[config.mk]
export PLATFORM = sky130hd
export DESIGN_NAME = uart_bfm_trx
export DESIGN_NICKNAME = d
export VERILOG_FILES = /design/src/rtl/uart_bfm_pkg.sv /design/src/rtl/uart_bfm_fifo.sv /design/src/rtl/uart_bfm_trx.sv
export SDC_FILE = /design/constraint.sdc
export NUM_CORES = 1
export LEC_CHECK = 0
export BUFFER_PORTS_ARGS = -buffer_cell sky130_fd_sc_hd__clkbuf_2
export CORE_ASPECT_RATIO = 1.2
export CORE_UTILIZATION = 25
export DETAILED_ROUTE_END_ITERATION = 10
export GPL_TIMING_DRIVEN = 0
export MAX_ROUTING_LAYER = met4
export SLEW_MARGIN = 40
export SYNTH_ARGS = -nofsm -noshare
export SYNTH_HDL_FRONTEND = slang
export SYNTH_SLANG_ARGS = --single-unit
[constraint.sdc]
create_clock -name clk -period 3.1 [get_ports clk]
set_input_delay 0.155 -clock clk [delete_from_list [all_inputs] [get_ports clk]]
set_output_delay 0.155 -clock clk [all_outputs]
set_load 0.02 [all_outputs]
[src/rtl/uart_bfm_pkg.sv]
// Shared state enums and constants for the uart_bfm_trx UART model.
package uart_bfm_pkg;

  typedef enum logic [2:0] {
    TX_IDLE,
    TX_START,
    TX_DATA,
    TX_PARITY,
    TX_STOP
  } tx_state_e;

  typedef enum logic [2:0] {
    RX_IDLE,
    RX_START,
    RX_DATA,
    RX_PARITY,
    RX_STOP
  } rx_state_e;

  // Bit positions inside rx_err; overrun must stay the MSB of a stored word.
  localparam int ERR_OVERRUN = 2;
  localparam int ERR_PARITY  = 1;
  localparam int ERR_FRAMING = 0;

  localparam int MIN_DIV = 4;

endpackage

[src/rtl/uart_bfm_fifo.sv]
// Receive FIFO: a push that finds it full (with no pop) is dropped and sets the
// MSB of the newest stored word, which the UART uses as its overrun flag.
module uart_bfm_fifo #(
  parameter int WIDTH = 11,
  parameter int DEPTH = 8
) (
  input  logic                     clk,
  input  logic                     rst_n,
  input  logic                     push,
  input  logic [WIDTH-1:0]         wr_data,
  input  logic                     pop,
  output logic [WIDTH-1:0]         rd_data,
  output logic                     full,
  output logic                     empty,
  output logic [$clog2(DEPTH):0]   count
);

  localparam int AW = $clog2(DEPTH);
  localparam logic [AW-1:0] PTR_ONE  = 1;
  localparam logic [AW:0]   CNT_ONE  = 1;
  localparam logic [AW:0]   CNT_FULL = DEPTH[AW:0];

  logic [WIDTH-1:0] mem [DEPTH];
  logic [AW-1:0]    wr_ptr_q, wr_ptr_d, rd_ptr_q, rd_ptr_d;
  logic [AW:0]      count_q, count_d;
  logic             do_push, do_pop, do_mark;

  assign empty   = (count_q == '0);
  assign full    = (count_q == CNT_FULL);
  assign count   = count_q;
  assign rd_data = mem[rd_ptr_q];

  assign do_pop  = pop && !empty;
  assign do_push = push && (!full || do_pop);
  assign do_mark = push && full && !do_pop;

  // NOTE: every variable assigned in always_comb gets a default first, so no path can infer a latch.
  always_comb begin
    wr_ptr_d = wr_ptr_q;
    rd_ptr_d = rd_ptr_q;
    count_d  = count_q;
    if (do_push) wr_ptr_d = wr_ptr_q + PTR_ONE;
    if (do_pop)  rd_ptr_d = rd_ptr_q + PTR_ONE;
    if (do_push && !do_pop)      count_d = count_q + CNT_ONE;
    else if (do_pop && !do_push) count_d = count_q - CNT_ONE;
  end

  always_ff @(posedge clk or negedge rst_n) begin
    if (!rst_n) begin
      wr_ptr_q <= '0;
      rd_ptr_q <= '0;
      count_q  <= '0;
    end else begin
      wr_ptr_q <= wr_ptr_d;
      rd_ptr_q <= rd_ptr_d;
      count_q  <= count_d;
    end
  end

  // NOTE: the storage array is deliberately not reset; the pointers and count are, and an empty FIFO is masked downstream.
  always_ff @(posedge clk) begin
    if (do_push)      mem[wr_ptr_q] <= wr_data;
    else if (do_mark) mem[wr_ptr_q - PTR_ONE][WIDTH-1] <= 1'b1;
  end

endmodule

[src/rtl/uart_bfm_trx.sv]
// UART transmitter/receiver BFM with RX FIFO. Define UART_BFM_TRX_LOOPBACK_EN
// to add cfg_loopback, which routes the internal TX line into RX.
module uart_bfm_trx
  import uart_bfm_pkg::*;
#(
  parameter int DIV_W      = 16,
  parameter int FIFO_DEPTH = 8,
  parameter int DATA_BITS  = 8
) (
  input  logic                 clk,
  input  logic                 rst_n,
  input  logic [DIV_W-1:0]     cfg_div,
  input  logic                 cfg_parity_en,
  input  logic                 cfg_parity_odd,
  input  logic                 cfg_stop2,
`ifdef UART_BFM_TRX_LOOPBACK_EN
  input  logic                 cfg_loopback,
`endif
  input  logic [DATA_BITS-1:0] tx_data,
  input  logic                 tx_valid,
  output logic                 tx_ready,
  output logic [DATA_BITS-1:0] rx_data,
  output logic                 rx_valid,
  input  logic                 rx_ready,
  output logic [2:0]           rx_err,
  input  logic                 uart_rx,
  output logic                 uart_tx
);

  localparam int CW = $clog2(FIFO_DEPTH) + 1;
  localparam logic [CW-1:0] CNT_FULL = FIFO_DEPTH[CW-1:0];
  localparam logic [3:0]    LAST_BIT = 4'(DATA_BITS - 1);

  logic [DIV_W-1:0] div_eff;
  assign div_eff = (cfg_div < DIV_W'(MIN_DIV)) ? DIV_W'(MIN_DIV) : cfg_div;

  // ---------------- transmitter ----------------
  tx_state_e            tx_state_q, tx_state_d;
  logic [DIV_W-1:0]     tx_cnt_q, tx_cnt_d, tx_div_q, tx_div_d;
  logic [DATA_BITS-1:0] tx_shift_q, tx_shift_d;
  logic [3:0]           tx_bit_q, tx_bit_d;
  logic                 tx_par_en_q, tx_par_en_d, tx_par_bit_q, tx_par_bit_d;
  logic                 tx_stop_left_q, tx_stop_left_d;
  logic                 tx_line_q, tx_line_d, tx_ready_q, tx_ready_d;

  always_comb begin
    tx_state_d     = tx_state_q;
    tx_cnt_d       = tx_cnt_q;
    tx_div_d       = tx_div_q;
    tx_shift_d     = tx_shift_q;
    tx_bit_d       = tx_bit_q;
    tx_par_en_d    = tx_par_en_q;
    tx_par_bit_d   = tx_par_bit_q;
    tx_stop_left_d = tx_stop_left_q;
    tx_line_d      = tx_line_q;
    if (tx_state_q == TX_IDLE) begin
      tx_line_d = 1'b1;
      if (tx_valid && tx_ready_q) begin
        tx_state_d     = TX_START;
        tx_line_d      = 1'b0;
        tx_div_d       = div_eff;
        tx_cnt_d       = div_eff - DIV_W'(1);
        tx_shift_d     = tx_data;
        tx_bit_d       = '0;
        tx_par_en_d    = cfg_parity_en;
        tx_par_bit_d   = (^tx_data) ^ cfg_parity_odd;
        tx_stop_left_d = cfg_stop2;
      end
    end else if (tx_cnt_q != '0) begin
      tx_cnt_d = tx_cnt_q - DIV_W'(1);
    end else begin
      tx_cnt_d = tx_div_q - DIV_W'(1);
      case (tx_state_q)
        TX_START: begin
          tx_state_d = TX_DATA;
          tx_line_d  = tx_shift_q[0];
        end
        TX_DATA: begin
          if (tx_bit_q == LAST_BIT) begin
            tx_state_d = tx_par_en_q ? TX_PARITY : TX_STOP;
            tx_line_d  = tx_par_en_q ? tx_par_bit_q : 1'b1;
          end else begin
            tx_bit_d   = tx_bit_q + 4'd1;
            tx_shift_d = tx_shift_q >> 1;
            tx_line_d  = tx_shift_q[1];
          end
        end
        TX_PARITY: begin
          tx_state_d = TX_STOP;
          tx_line_d  = 1'b1;
        end
        TX_STOP: begin
          if (tx_stop_left_q) tx_stop_left_d = 1'b0;
          else                tx_state_d     = TX_IDLE;
        end
        default: tx_state_d = TX_IDLE;
      endcase
    end
    tx_ready_d = (tx_state_d == TX_IDLE);
  end

  // NOTE: state registers use non-blocking assignments so every flop samples pre-edge values.
  always_ff @(posedge clk or negedge rst_n) begin
    if (!rst_n) begin
      tx_state_q     <= TX_IDLE;
      tx_cnt_q       <= '0;
      tx_div_q       <= '0;
      tx_shift_q     <= '0;
      tx_bit_q       <= '0;
      tx_par_en_q    <= 1'b0;
      tx_par_bit_q   <= 1'b0;
      tx_stop_left_q <= 1'b0;
      tx_line_q      <= 1'b1;
      tx_ready_q     <= 1'b0;
    end else begin
      tx_state_q     <= tx_state_d;
      tx_cnt_q       <= tx_cnt_d;
      tx_div_q       <= tx_div_d;
      tx_shift_q     <= tx_shift_d;
      tx_bit_q       <= tx_bit_d;
      tx_par_en_q    <= tx_par_en_d;
      tx_par_bit_q   <= tx_par_bit_d;
      tx_stop_left_q <= tx_stop_left_d;
      tx_line_q      <= tx_line_d;
      tx_ready_q     <= tx_ready_d;
    end
  end

  assign tx_ready = tx_ready_q;

  logic rx_line;
`ifdef UART_BFM_TRX_LOOPBACK_EN
  assign rx_line = cfg_loopback ? tx_line_q : uart_rx;
  assign uart_tx = cfg_loopback ? 1'b1 : tx_line_q;
`else
  assign rx_line = uart_rx;
  assign uart_tx = tx_line_q;
`endif

  // ---------------- receiver ----------------
  rx_state_e            rx_state_q, rx_state_d;
  logic [1:0]           rx_sync_q, rx_sync_d;
  logic                 rx_in, rx_prev_q, rx_prev_d;
  logic [DIV_W-1:0]     rx_cnt_q, rx_cnt_d, rx_div_q, rx_div_d;
  logic [DATA_BITS-1:0] rx_shift_q, rx_shift_d;
  logic [3:0]           rx_bit_q, rx_bit_d;
  logic                 rx_par_en_q, rx_par_en_d, rx_par_odd_q, rx_par_odd_d;
  logic                 rx_par_err_q, rx_par_err_d;
  logic                 rx_push;
  logic [2:0]           rx_flags;

  assign rx_in = rx_sync_q[1];

  always_comb begin
    rx_sync_d    = {rx_sync_q[0], rx_line};
    rx_prev_d    = rx_in;
    rx_state_d   = rx_state_q;
    rx_cnt_d     = rx_cnt_q;
    rx_div_d     = rx_div_q;
    rx_shift_d   = rx_shift_q;
    rx_bit_d     = rx_bit_q;
    rx_par_en_d  = rx_par_en_q;
    rx_par_odd_d = rx_par_odd_q;
    rx_par_err_d = rx_par_err_q;
    rx_push      = 1'b0;
    rx_flags              = '0;
    rx_flags[ERR_PARITY]  = rx_par_err_q;
    rx_flags[ERR_FRAMING] = ~rx_in;
    if (rx_state_q == RX_IDLE) begin
      if (rx_prev_q && !rx_in) begin
        rx_state_d   = RX_START;
        rx_div_d     = div_eff;
        rx_cnt_d     = (div_eff >> 1) - DIV_W'(1);
        rx_bit_d     = '0;
        rx_par_en_d  = cfg_parity_en;
        rx_par_odd_d = cfg_parity_odd;
        rx_par_err_d = 1'b0;
      end
    end else if (rx_cnt_q != '0) begin
      rx_cnt_d = rx_cnt_q - DIV_W'(1);
    end else begin
      rx_cnt_d = rx_div_q - DIV_W'(1);
      case (rx_state_q)
        RX_START: rx_state_d = rx_in ? RX_IDLE : RX_DATA;
        RX_DATA: begin
          rx_shift_d = {rx_in, rx_shift_q[DATA_BITS-1:1]};
          if (rx_bit_q == LAST_BIT) rx_state_d = rx_par_en_q ? RX_PARITY : RX_STOP;
          else                      rx_bit_d   = rx_bit_q + 4'd1;
        end
        RX_PARITY: begin
          rx_par_err_d = rx_in ^ (^rx_shift_q) ^ rx_par_odd_q;
          rx_state_d   = RX_STOP;
        end
        RX_STOP: begin
          rx_push    = 1'b1;
          rx_state_d = RX_IDLE;
        end
        default: rx_state_d = RX_IDLE;
      endcase
    end
  end

  always_ff @(posedge clk or negedge rst_n) begin
    if (!rst_n) begin
      rx_sync_q    <= 2'b11;
      rx_prev_q    <= 1'b1;
      rx_state_q   <= RX_IDLE;
      rx_cnt_q     <= '0;
      rx_div_q     <= '0;
      rx_shift_q   <= '0;
      rx_bit_q     <= '0;
      rx_par_en_q  <= 1'b0;
      rx_par_odd_q <= 1'b0;
      rx_par_err_q <= 1'b0;
    end else begin
      rx_sync_q    <= rx_sync_d;
      rx_prev_q    <= rx_prev_d;
      rx_state_q   <= rx_state_d;
      rx_cnt_q     <= rx_cnt_d;
      rx_div_q     <= rx_div_d;
      rx_shift_q   <= rx_shift_d;
      rx_bit_q     <= rx_bit_d;
      rx_par_en_q  <= rx_par_en_d;
      rx_par_odd_q <= rx_par_odd_d;
      rx_par_err_q <= rx_par_err_d;
    end
  end

  // ---------------- receive FIFO ----------------
  logic [DATA_BITS+2:0] fifo_head;
  logic                 fifo_full, fifo_empty, fifo_pop;
  logic [CW-1:0]        fifo_count;

  assign fifo_pop = rx_ready && !fifo_empty;

  uart_bfm_fifo #(
    .WIDTH (DATA_BITS + 3),
    .DEPTH (FIFO_DEPTH)
  ) u_fifo (
    .clk     (clk),
    .rst_n   (rst_n),
    .push    (rx_push),
    .wr_data ({rx_flags, rx_shift_q}),
    .pop     (fifo_pop),
    .rd_data (fifo_head),
    .full    (fifo_full),
    .empty   (fifo_empty),
    .count   (fifo_count)
  );

  assign rx_valid = !fifo_empty;
  assign rx_data  = fifo_empty ? '0 : fifo_head[DATA_BITS-1:0];
  assign rx_err   = fifo_empty ? '0 : fifo_head[DATA_BITS+2:DATA_BITS];

  assert property (@(posedge clk) disable iff (!rst_n) fifo_full |-> (fifo_count == CNT_FULL));

endmodule

==> impl_metrics.tcl <==
set metrics [dict create \
    ys_seq_area_frac 0.5495 \
    max_freq_ghz 0.3407 \
    arrival_ns 3.20 \
    setup_viol 0 \
    avgSynthCellArea_um2 11.09 \
    synth_ff_type "dfrtp_1" \
    routed_wl_um 24080 \
    yosysUniqueCellTypes 59 \
    cp_slowest_cell "or4_4" \
    syn_inst 907 \
    die_y_um 221.7 \
    cts_root_buf "clkbuf_16" \
    path_class "flip-flop to flip-flop" \
    crit_chain "nor4_4, nand4_1, or4_4, clkbuf_1, a22o_1, a22oi_2, nor2_4, buf_12" \
    dp_cells 1484 \
    drv_slew 0 \
    status "completed" \
    dp.final_hpwl_um 17160 \
    numCtsBuffers 22 \
    async_flop_share 0.5665 \
    die_w_um 185.1 \
    htree_levels 1 \
    setup_slack_ns 0.1653 \
    final.period_utilization 0.9467 \
    path_clk_slew_ns 0.06 \
    period_needed_ns 2.935 \
    cts_tree "built" \
    drive_above_1_share 0.1878 \
    clockBufferDepth 3 \
    endpoint_kind "flip-flop" \
    clock_latency_ns 0.50 \
    final_core_util 0.3078 \
    gp_congestion 0.9109 \
    syn_area_um2 10050 \
    power.total_uw 7123 \
    drv_cap 0 \
    synthToLayoutAreaGrowth_pct 21.65 \
    port_buffers 43 \
    ios 46 \
    hold_class "primary input to flip-flop" \
    final_cells 1550 \
    critPathLaunchType "flip-flop" \
    cpLargestDelayFamily "simple AND/OR/NAND/NOR gates" \
    die_area_um2 41030 \
    grtUsageTotal 0.1227 \
    required_ns 3.36 \
    num_vias 7222 \
    grt_pass1_wl_um 39160 \
    power_leakage_uw 0.004366 \
    synth-edff-count 88 \
    max_stage_delay_ns 0.58 \
    fin_nets 1044 \
    ys_ff_latch 203 \
    report.final.hold_viol_count 0 \
    crit_fanout 10 \
    routed_via_density 4.659 \
    yosysWarnings 0 \
    antenna_found_initial 0 \
    syn_nets 950 \
    routedWlPerCell_um 15.54 \
    overflow 0 \
    postRouteAntennaNets 0 \
    grt_max_degree 60 \
    grt_pass1_vias 7240 \
    slew_headroom 0.4961 \
    start_util 0.2530 \
    tightest_slew_ns 0.7559 \
    drc 0 \
    crit_buf_inv 2 \
    pre_cts_ws_ns -0.6148 \
    placementRows 80 \
    finalClockSkew_ns 0.008661 \
    reg2reg_slack_ns 0.17 \
    numClockSinks 203 \
    drt_iter0_drc 419 \
    first_pass_iters 6 \
    ir_worst_vdd_mv 0.4036 \
    p_per_area_nw_per_um2 582.4 \
    coreArea_um2 39740 \
    n_antenna_cell 0 \
]
==> through the flow <==
stage,hold slack (ns),area [um^2],setup TNS [ns]
after CTS,0.004566,12130,-0.01571
after global placement,0.2887,10940,-55.36
after floorplan,-0.1406,10050,0
final,0.01976,12230,0
after detailed placement,0.1644,11000,-37.55
after global routing,0.02286,12230,-0.01983
==> synthesized netlist by cell type (7+ instances only) <==
library cell  count  area, um^2
mux4_2           22       495.5
nor2_1           87       326.6
xnor2_1          30       262.8
mux2i_1          25       250.2
edfxtp_1         88        2643
nand4_1          17       106.4
o21ai_0          80       400.4
nor4_1           12       75.07
nor3_1           23       115.1
dfrtp_1         111        2778
ha_1             10       125.1
a311o_1          10       100.1
nand3_1          22       110.1
mux2_2           32       360.4
or3_1             7       43.79
a21oi_1          35       175.2
nand2_1         129       484.2
xor2_1           23       201.4
inv_1            13       48.80
clkbuf_1         34       127.6
and2_1           12       75.07
==> worst register-to-register path, stage by stage, from the launching register on <==
cell and delay, ns:
dfrtp_1 0.46, nor4_4 0.33, nand4_1 0.24, or4_4 0.58
clkbuf_1 0.22, a22o_1 0.32, a22oi_2 0.33, nor2_4 0.06
buf_12 0.16
==> cell type report <==
cell class / instances / area (um^2)
inverter: 13 / 52.55
multi-input combinational: 642 / 4457
clock buffer: 33 / 663.1
timing repair buffer: 75 / 601.8
tap: 533 / 666.9
buffer: 44 / 203.9
fill: 4058 / 27510
sequential: 203 / 5525
clock inverter: 7 / 61.31
==> kinds of logic after synthesis <==
kind of cell / count (synthesis) / synth area share
compound gates: 172 / 0.1078
xor+xnor: 53 / 0.04617
fa+ha+maj: 11 / 0.01444
buf+inv: 62 / 0.02638
flops: 203 / 0.5495
mux: 79 / 0.1100
simple gates: 327 / 0.1457
==> where the power goes <==
group / total [uW] / switching [uW] / internal, uW
Clock: 2610 / 1060 / 1560
Combinational: 1190 / 662 / 530
Sequential: 3320 / 273 / 3050
Total: 7120 / 1990 / 5130
==> repair_timing <==
action,4_1_cts,5_1_grt
hold buffers,22,0
buffers inserted,7,2
hold endpoints to repair,83,0
pin swaps,7,4
gates resized for setup,21,18
endpoints found under the setup margin,92,130
cloned,0,0
==> cells in the final DEF (no fill, tap or decap), types with 5 or more instances in the layout <==
cell type / n
buf_12: 5
nand4_1: 17
edfxtp_1: 88
xor2_1: 23
clkbuf_2: 45
dlygate4sd3_1: 22
or3_1: 6
nand2_1: 128
nand3_1: 22
mux2i_1: 25
clkbuf_1: 32
and2_1: 11
clkbuf_16: 23
ha_1: 10
inv_1: 12
a21oi_1: 32
nor2_1: 76
nor4_1: 6
a21o_1: 5
buf_4: 5
o21ai_0: 80
mux2_2: 32
clkbuf_8: 6
nor3_1: 20
nor2_4: 9
o211ai_1: 5
a311o_1: 10
mux4_2: 22
buf_2: 7
dfrtp_1: 111
xnor2_1: 30
==> sequential cells by signal, indices dropped and copies added, names as in the netlist, 8 cells and up <==
signal	cells
tx_shift_q	8
rx_div_q	16
tx_div_q	16
tx_cnt_q	16
u_fifo.mem	88
rx_cnt_q	16
rx_shift_q	8
==> path summary, 6_finish.rpt <==
path                              startpoint                to  cells after the start
worst max-delay path             rx_cnt_q[3]  u_fifo.mem[5][2]                      8
worst min register to register  rx_sync_q[0]      rx_sync_q[1]                      0
max in group asynchronous              rst_n           uart_tx                      3
worst min-delay path              tx_data[4]     tx_shift_q[4]                      3
min in group asynchronous              rst_n      tx_cnt_q[10]                      2
worst max register to register   rx_cnt_q[3]  u_fifo.mem[5][2]                      8
==> metal layers <==
metal,vias to the layer above,share of wire,track usage
met5,-,0,-
met4,0,0.021,0.02986
met3,37,0.040,0.01610
met2,163,0.50,0.2069
met1,3535,0.44,0.1546
li1,3487,-,-
Note: power is estimated with default switching activity, not from simulation.
